<file path="src/rtl/fpu_issue_arbiter.sv">
// rtl/fpu_issue_arbiter.sv - round-robin issue arbiter sharing one half-precision FPU between two requesters
// Optional build macro FPU_ARB_TIMEOUT_EN: abandon an operation after TIMEOUT_CYC cycles in WAIT.
module fpu_issue_arbiter #(
  parameter int OP_W        = 24,
  parameter int DATA_W      = 16,
  parameter int TIMEOUT_CYC = 64
) (
  input  logic              clk,
  input  logic              rst_l,

  input  logic              req0_valid,
  output logic              req0_ready,
  input  logic [OP_W-1:0]   req0_op,
  input  logic [DATA_W-1:0] req0_fs1,
  input  logic [DATA_W-1:0] req0_fs2,
  input  logic [DATA_W-1:0] req0_fs3,
  input  logic [2:0]        req0_rm,

  input  logic              req1_valid,
  output logic              req1_ready,
  input  logic [OP_W-1:0]   req1_op,
  input  logic [DATA_W-1:0] req1_fs1,
  input  logic [DATA_W-1:0] req1_fs2,
  input  logic [DATA_W-1:0] req1_fs3,
  input  logic [2:0]        req1_rm,

  output logic              fpu_active,
  output logic [OP_W-1:0]   fpu_op,
  output logic [DATA_W-1:0] fpu_fs1,
  output logic [DATA_W-1:0] fpu_fs2,
  output logic [DATA_W-1:0] fpu_fs3,
  output logic [2:0]        fpu_rounding,
  input  logic              fpu_complete,
  input  logic [DATA_W-1:0] fpu_result,
  input  logic [4:0]        fpu_sflag,

  output logic              rsp_valid,
  input  logic              rsp_ready,
  output logic              rsp_id,
  output logic [DATA_W-1:0] rsp_data,
  output logic [4:0]        rsp_flags,
  output logic              rsp_timeout,
  output logic              busy
);

  typedef enum logic [1:0] {IDLE, ISSUE, WAIT, RESP} state_t;

  state_t state, state_nxt;
  logic   prio;      // port that wins when both request together
  logic   id_q;      // owner of the operation in flight
  logic   grant0, grant1;
  logic   accept;
  logic   win_id;
  logic   cpl_take;
  logic   to_fire;

  assign grant0     = req0_valid & (~req1_valid | ~prio);
  assign grant1     = req1_valid & (~req0_valid |  prio);
  assign req0_ready = (state == IDLE) & grant0;
  assign req1_ready = (state == IDLE) & grant1;
  assign accept     = req0_ready | req1_ready;
  assign win_id     = req1_ready;
  assign busy       = (state != IDLE);

  // Completions only count while an operation is actually outstanding.
  assign cpl_take   = fpu_complete & ((state == ISSUE) | (state == WAIT));

`ifdef FPU_ARB_TIMEOUT_EN
  localparam int CNT_W = $clog2(TIMEOUT_CYC + 1);

  logic [CNT_W-1:0] wait_cnt;
  logic [CNT_W-1:0] wait_cnt_inc;

  assign wait_cnt_inc = wait_cnt + CNT_W'(1);
  assign to_fire      = (state == WAIT) & ~fpu_complete & (wait_cnt_inc == CNT_W'(TIMEOUT_CYC));

  // Held at zero outside WAIT, so every WAIT entry starts counting from zero.
  always_ff @(posedge clk or negedge rst_l) begin
    if (!rst_l) begin
      wait_cnt <= '0;
    end else if (state != WAIT) begin
      wait_cnt <= '0;
    end else begin
      wait_cnt <= wait_cnt_inc;
    end
  end

  always_ff @(posedge clk or negedge rst_l) begin
    if (!rst_l) begin
      rsp_timeout <= 1'b0;
    end else if (cpl_take) begin
      rsp_timeout <= 1'b0;
    end else if (to_fire) begin
      rsp_timeout <= 1'b1;
    end
  end
`else
  localparam int UNUSED_TIMEOUT = TIMEOUT_CYC;

  assign to_fire     = 1'b0;
  assign rsp_timeout = 1'b0;
`endif

  always_ff @(posedge clk or negedge rst_l) begin
    if (!rst_l) begin
      state <= IDLE;
    end else begin
      state <= state_nxt;
    end
  end

  always_comb begin
    state_nxt = state;
    unique case (state)
      IDLE:    if (accept) state_nxt = ISSUE;
      ISSUE:   state_nxt = fpu_complete ? RESP : WAIT;
      WAIT:    if (fpu_complete || to_fire) state_nxt = RESP;
      RESP:    if (rsp_ready) state_nxt = IDLE;
      default: state_nxt = IDLE;
    endcase
  end

  // Issue side: operand capture, strobe and round-robin pointer.
  always_ff @(posedge clk or negedge rst_l) begin
    if (!rst_l) begin
      prio         <= 1'b0;
      id_q         <= 1'b0;
      fpu_active   <= 1'b0;
      fpu_op       <= '0;
      fpu_fs1      <= '0;
      fpu_fs2      <= '0;
      fpu_fs3      <= '0;
      fpu_rounding <= '0;
    end else begin
      fpu_active <= accept;
      if (accept) begin
        prio         <= ~win_id;
        id_q         <= win_id;
        fpu_op       <= win_id ? req1_op  : req0_op;
        fpu_fs1      <= win_id ? req1_fs1 : req0_fs1;
        fpu_fs2      <= win_id ? req1_fs2 : req0_fs2;
        fpu_fs3      <= win_id ? req1_fs3 : req0_fs3;
        fpu_rounding <= win_id ? req1_rm  : req0_rm;
      end else if ((state == RESP) && rsp_ready) begin
        fpu_op <= '0;
      end
    end
  end

  // Response side: registers only change on entry to RESP or on completion capture.
  always_ff @(posedge clk or negedge rst_l) begin
    if (!rst_l) begin
      rsp_valid <= 1'b0;
      rsp_id    <= 1'b0;
      rsp_data  <= '0;
      rsp_flags <= '0;
    end else begin
      rsp_valid <= (state_nxt == RESP);
      if ((state != RESP) && (state_nxt == RESP)) begin
        rsp_id <= id_q;
      end
      if (cpl_take) begin
        rsp_data  <= fpu_result;
        rsp_flags <= fpu_sflag;
      end else if (to_fire) begin
        rsp_data  <= '0;
        rsp_flags <= 5'b10000;
      end
    end
  end

endmodule

</file>
<file path="config.mk">
export PLATFORM = sky130hd
export DESIGN_NAME = fpu_issue_arbiter
export DESIGN_NICKNAME = d
export VERILOG_FILES = /design/src/rtl/fpu_issue_arbiter.sv
export SDC_FILE = /design/constraint.sdc
export NUM_CORES = 1
export LEC_CHECK = 0
export ABC_AREA = 0
export CORE_MARGIN = 1.5
export CORE_UTILIZATION = 36
export CTS_BUF_LIST = sky130_fd_sc_hd__clkbuf_4 sky130_fd_sc_hd__clkbuf_8 sky130_fd_sc_hd__clkbuf_16
export CTS_CLUSTER_DIAMETER = 60
export DETAILED_ROUTE_END_ITERATION = 8
export PLACE_DENSITY_LB_ADDON = 0.12
export REMOVE_ABC_BUFFERS = 1
export SETUP_SLACK_MARGIN = 0.4
export SYNTH_ARGS = -nofsm -noshare
export SYNTH_HDL_FRONTEND = slang
export SYNTH_SLANG_ARGS = --single-unit
</file>
<file path="constraint.sdc">
create_clock -name clk -period 2.2 [get_ports clk]
set_input_delay 0.33 -clock clk [delete_from_list [all_inputs] [get_ports clk]]
set_output_delay 0.33 -clock clk [all_outputs]
set_load 0.01 [all_outputs]
</file>
==> results.yml <==
global_route:
  grt_pass1_vias: 4347
  antenna_found_initial: 1
  grt_first_pass_wirelength_mm: 22.49
  grt_max_degree: 104
  gr-total-overflow: 0
  grtUsageTotal: 0.2333
critical_path:
  r2r_slack_ns: 0.40
  cp_slowest_cell: "dfrtp_1"
  crit_family: "flip-flops"
  crit_path_end_kind: "output port"
  crit_type: "reg -> out"
  start_kind: "flip-flop"
  r2r_start: "state[1]"
  path_cells: "inv_2 > ha_4 > nand2_1 > a21oi_4 > buf_6"
  critPathRequiredTime_ns: 1.87
  cp_max_fo: 4
  critPathMaxStageDelay_ns: 0.41
  arrival_ns: 1.48
  setup.worst_path.start: "state[1]"
  path_buf_inv: 2
final_layout:
  nFillCells: 857
  final_nets: 819
  regArea_um2: 2577
  fin_area_um2: 7996
  drive_above_1_share: 0.1344
  multi_input_area_um2: 1439
  antenna_cells: 0
  syn_to_final_growth_pct: 86.54
drt:
  wl_per_cell_um: 20.23
  dr_total_vias: 4186
  routed_via_density: 5.346
  drtIter0Drc: 360
  drc_errors: 25
  first_pass_iters: 9
  ant_nets: 0
  drt-total-wl_mm: 15.84
clock_tree:
  cts-root-buf: "clkbuf_16"
  cts_buffer_depth: 2
  cts_buffers: 9
  clkLatencyLatePin_ns: 0.35
  cts.clk_slew.worst_paths_ns: 0.07
  cts_tree: "done"
  cts.sinks: 103
  htree_levels: 3
die:
  die_h_um: 112.1
  std_cell_rows: 39
  ios: 280
  dieArea_um2: 12570
  dieWidth_um: 112.1
  core_area_um2: 11520
  start_util: 0.3722
worst_hold_path:
  min_path_type: "in -> async"
timing:
  rsz0062_at_grt: "yes"
  min_period_over_period: 0.8211
  hold_ws_ns: -0.02592
  hold_viol: 6
  max_slew_margin: 0.5919
  tightestPinTransition_ns: 0.6121
  setup_viol: 0
  fin_tns_setup_ns: 0
  skew_ns: 0.005229
  min_period_ns: 1.807
  drv_slew: 0
  max_freq_ghz: 0.5536
yosys:
  avgSynthCellArea_um2: 12.42
  syn_inst: 345
  ys_types: 26
  ys_seq_elements: 103
  ys_warn_count: 0
  netlist_area_um2: 4287
  yosysSeqAreaShare: 0.6013
run:
  cap_violations: 0
power:
  total_power_mw: 10.72
  power_per_cell_area_nw_per_um2: 1341
  leakage_nw: 3.594
  vdd_drop_max_v: 0.0006846
outcome:
  status: "finished, violations left"
  violations: "DRC, hold timing"
placed_design:
  hpwl_mm: 10.63
  numPortBuffers: 278
  place_congestion: 0.7877
  postPlaceCellArea_um2: 7291
==> through the flow <==
step / setup WS, ns / std cells / utilization
floorplan: -1.597 / 318 / -
global placement: 0.07088 / 753 / 0.6331
detailed placement: 0.05805 / 753 / 0.6331
CTS: 0.3486 / 772 / 0.6670
global route: 0.3435 / 783 / 0.6944
finish: 0.3935 / 783 / 0.6944
==> synth_stat cells <==
cell | n | area share
nor4bb_1 | 1 | 0.0023
dfrtp_1 | 103 | 0.60
a21oi_2 | 1 | 0.0020
o21ai_0 | 11 | 0.013
buf_2 | 10 | 0.012
nor2_1 | 2 | 0.0018
a222oi_1 | 64 | 0.15
inv_1 | 70 | 0.061
buf_4 | 2 | 0.0035
mux2_2 | 21 | 0.055
nand2_1 | 16 | 0.014
a211oi_2 | 1 | 0.0029
a311oi_2 | 1 | 0.0035
conb_1 | 1 | 0.00087
o21ai_2 | 1 | 0.0020
a221o_1 | 1 | 0.0023
a21oi_1 | 2 | 0.0023
a21oi_4 | 1 | 0.0038
ha_1 | 5 | 0.015
nand2b_1 | 1 | 0.0015
buf_6 | 2 | 0.0053
clkbuf_1 | 13 | 0.011
mux2_1 | 1 | 0.0026
a21o_1 | 2 | 0.0035
mux2i_1 | 11 | 0.026
o21ba_2 | 1 | 0.0023
==> sequential cells by signal, indices dropped and copies added (netlist names) <==
name and flops:
fpu_op 24, rsp_flags 5, fpu_rounding 3, fpu_active 1
state 2, rsp_valid 1, fpu_fs3 16, id_q 1
fpu_fs1 16, rsp_data 16, fpu_fs2 16, prio 1
rsp_id 1
==> logic make-up after synthesis <==
logic type	share of synthesized area
and+or+nand+nor	0.01956
adders and majority gates	0.01459
DFF	0.6013
muxes	0.08348
AOI/OAI and AO/OA	0.1871
buffers and inverters	0.09311
other	0.0008748
==> cells in the final DEF (no fill, tap or decap), types with 2 or more instances in the layout <==
cell	Yosys	routed
buf_6	2	6
mux2i_1	11	10
buf_16	0	2
a222oi_1	64	64
buf_4	2	13
a21oi_4	1	3
buf_12	0	6
clkdlybuf4s50_1	0	274
clkbuf_4	0	3
a21o_1	2	2
mux2_2	21	21
o21ai_0	11	11
ha_4	0	5
clkbuf_16	0	15
dfrtp_1	103	103
inv_4	0	2
nor2_1	2	2
inv_1	70	67
nand2_1	16	16
==> power breakdown <==
group | internal [mW] | leakage [nW] | switching [mW]
combinational | 3.31 | 2.18 | 2.48
sequential | 2.82 | 1.27 | 0.504
clock | 0.939 | 0.146 | 0.661
total | 7.08 | 3.59 | 3.65
==> final timing paths <==
path                                     to  depth (start not counted)
worst max-delay path             req0_ready                          5
worst min-delay path            fpu_fs1[10]                          2
worst max register to register       rsp_id                          7
worst min register to register    fpu_op[0]                          2
max in group asynchronous       fpu_fs1[14]                          2
min in group clk                  fpu_op[0]                          2
==> cell type report <==
| class | count | area share |
|---|---|---|
| clock buffers | 13 | 0.03270 |
| clock inverters | 1 | 0.003755 |
| inverters | 70 | 0.03348 |
| multi-input cells | 145 | 0.1799 |
| flip-flops and latches | 103 | 0.3223 |
| well taps | 143 | 0.02238 |
| repair buffers | 308 | 0.4054 |
==> metal layers <==
metal  up-vias  share of wire  track usage
met5         -         0.0011            0
met4         2          0.045       0.1401
met3        49          0.073      0.06317
met2       213           0.51       0.4184
met1      2068           0.37       0.2446
li1       1854              -            -
==> timing repair <==
item | in CTS | in global routing
gates cloned | 0 | 6
pin swaps | 3 | 47
buffers inserted | 5 | 5
gates resized for setup | 20 | 27
endpoints found under the setup margin | 79 | 78
hold buffers | 0 | 0
==> worst register-to-register path, stage by stage (launching register included) <==
cell      delay [ns]
dfrtp_1         0.39
inv_2           0.09
buf_4           0.15
ha_4            0.15
o21ba_4         0.20
a311oi_4        0.32
a211oi_2        0.09
mux2_4          0.30
Note: power is estimated with default switching activity, not from simulation.
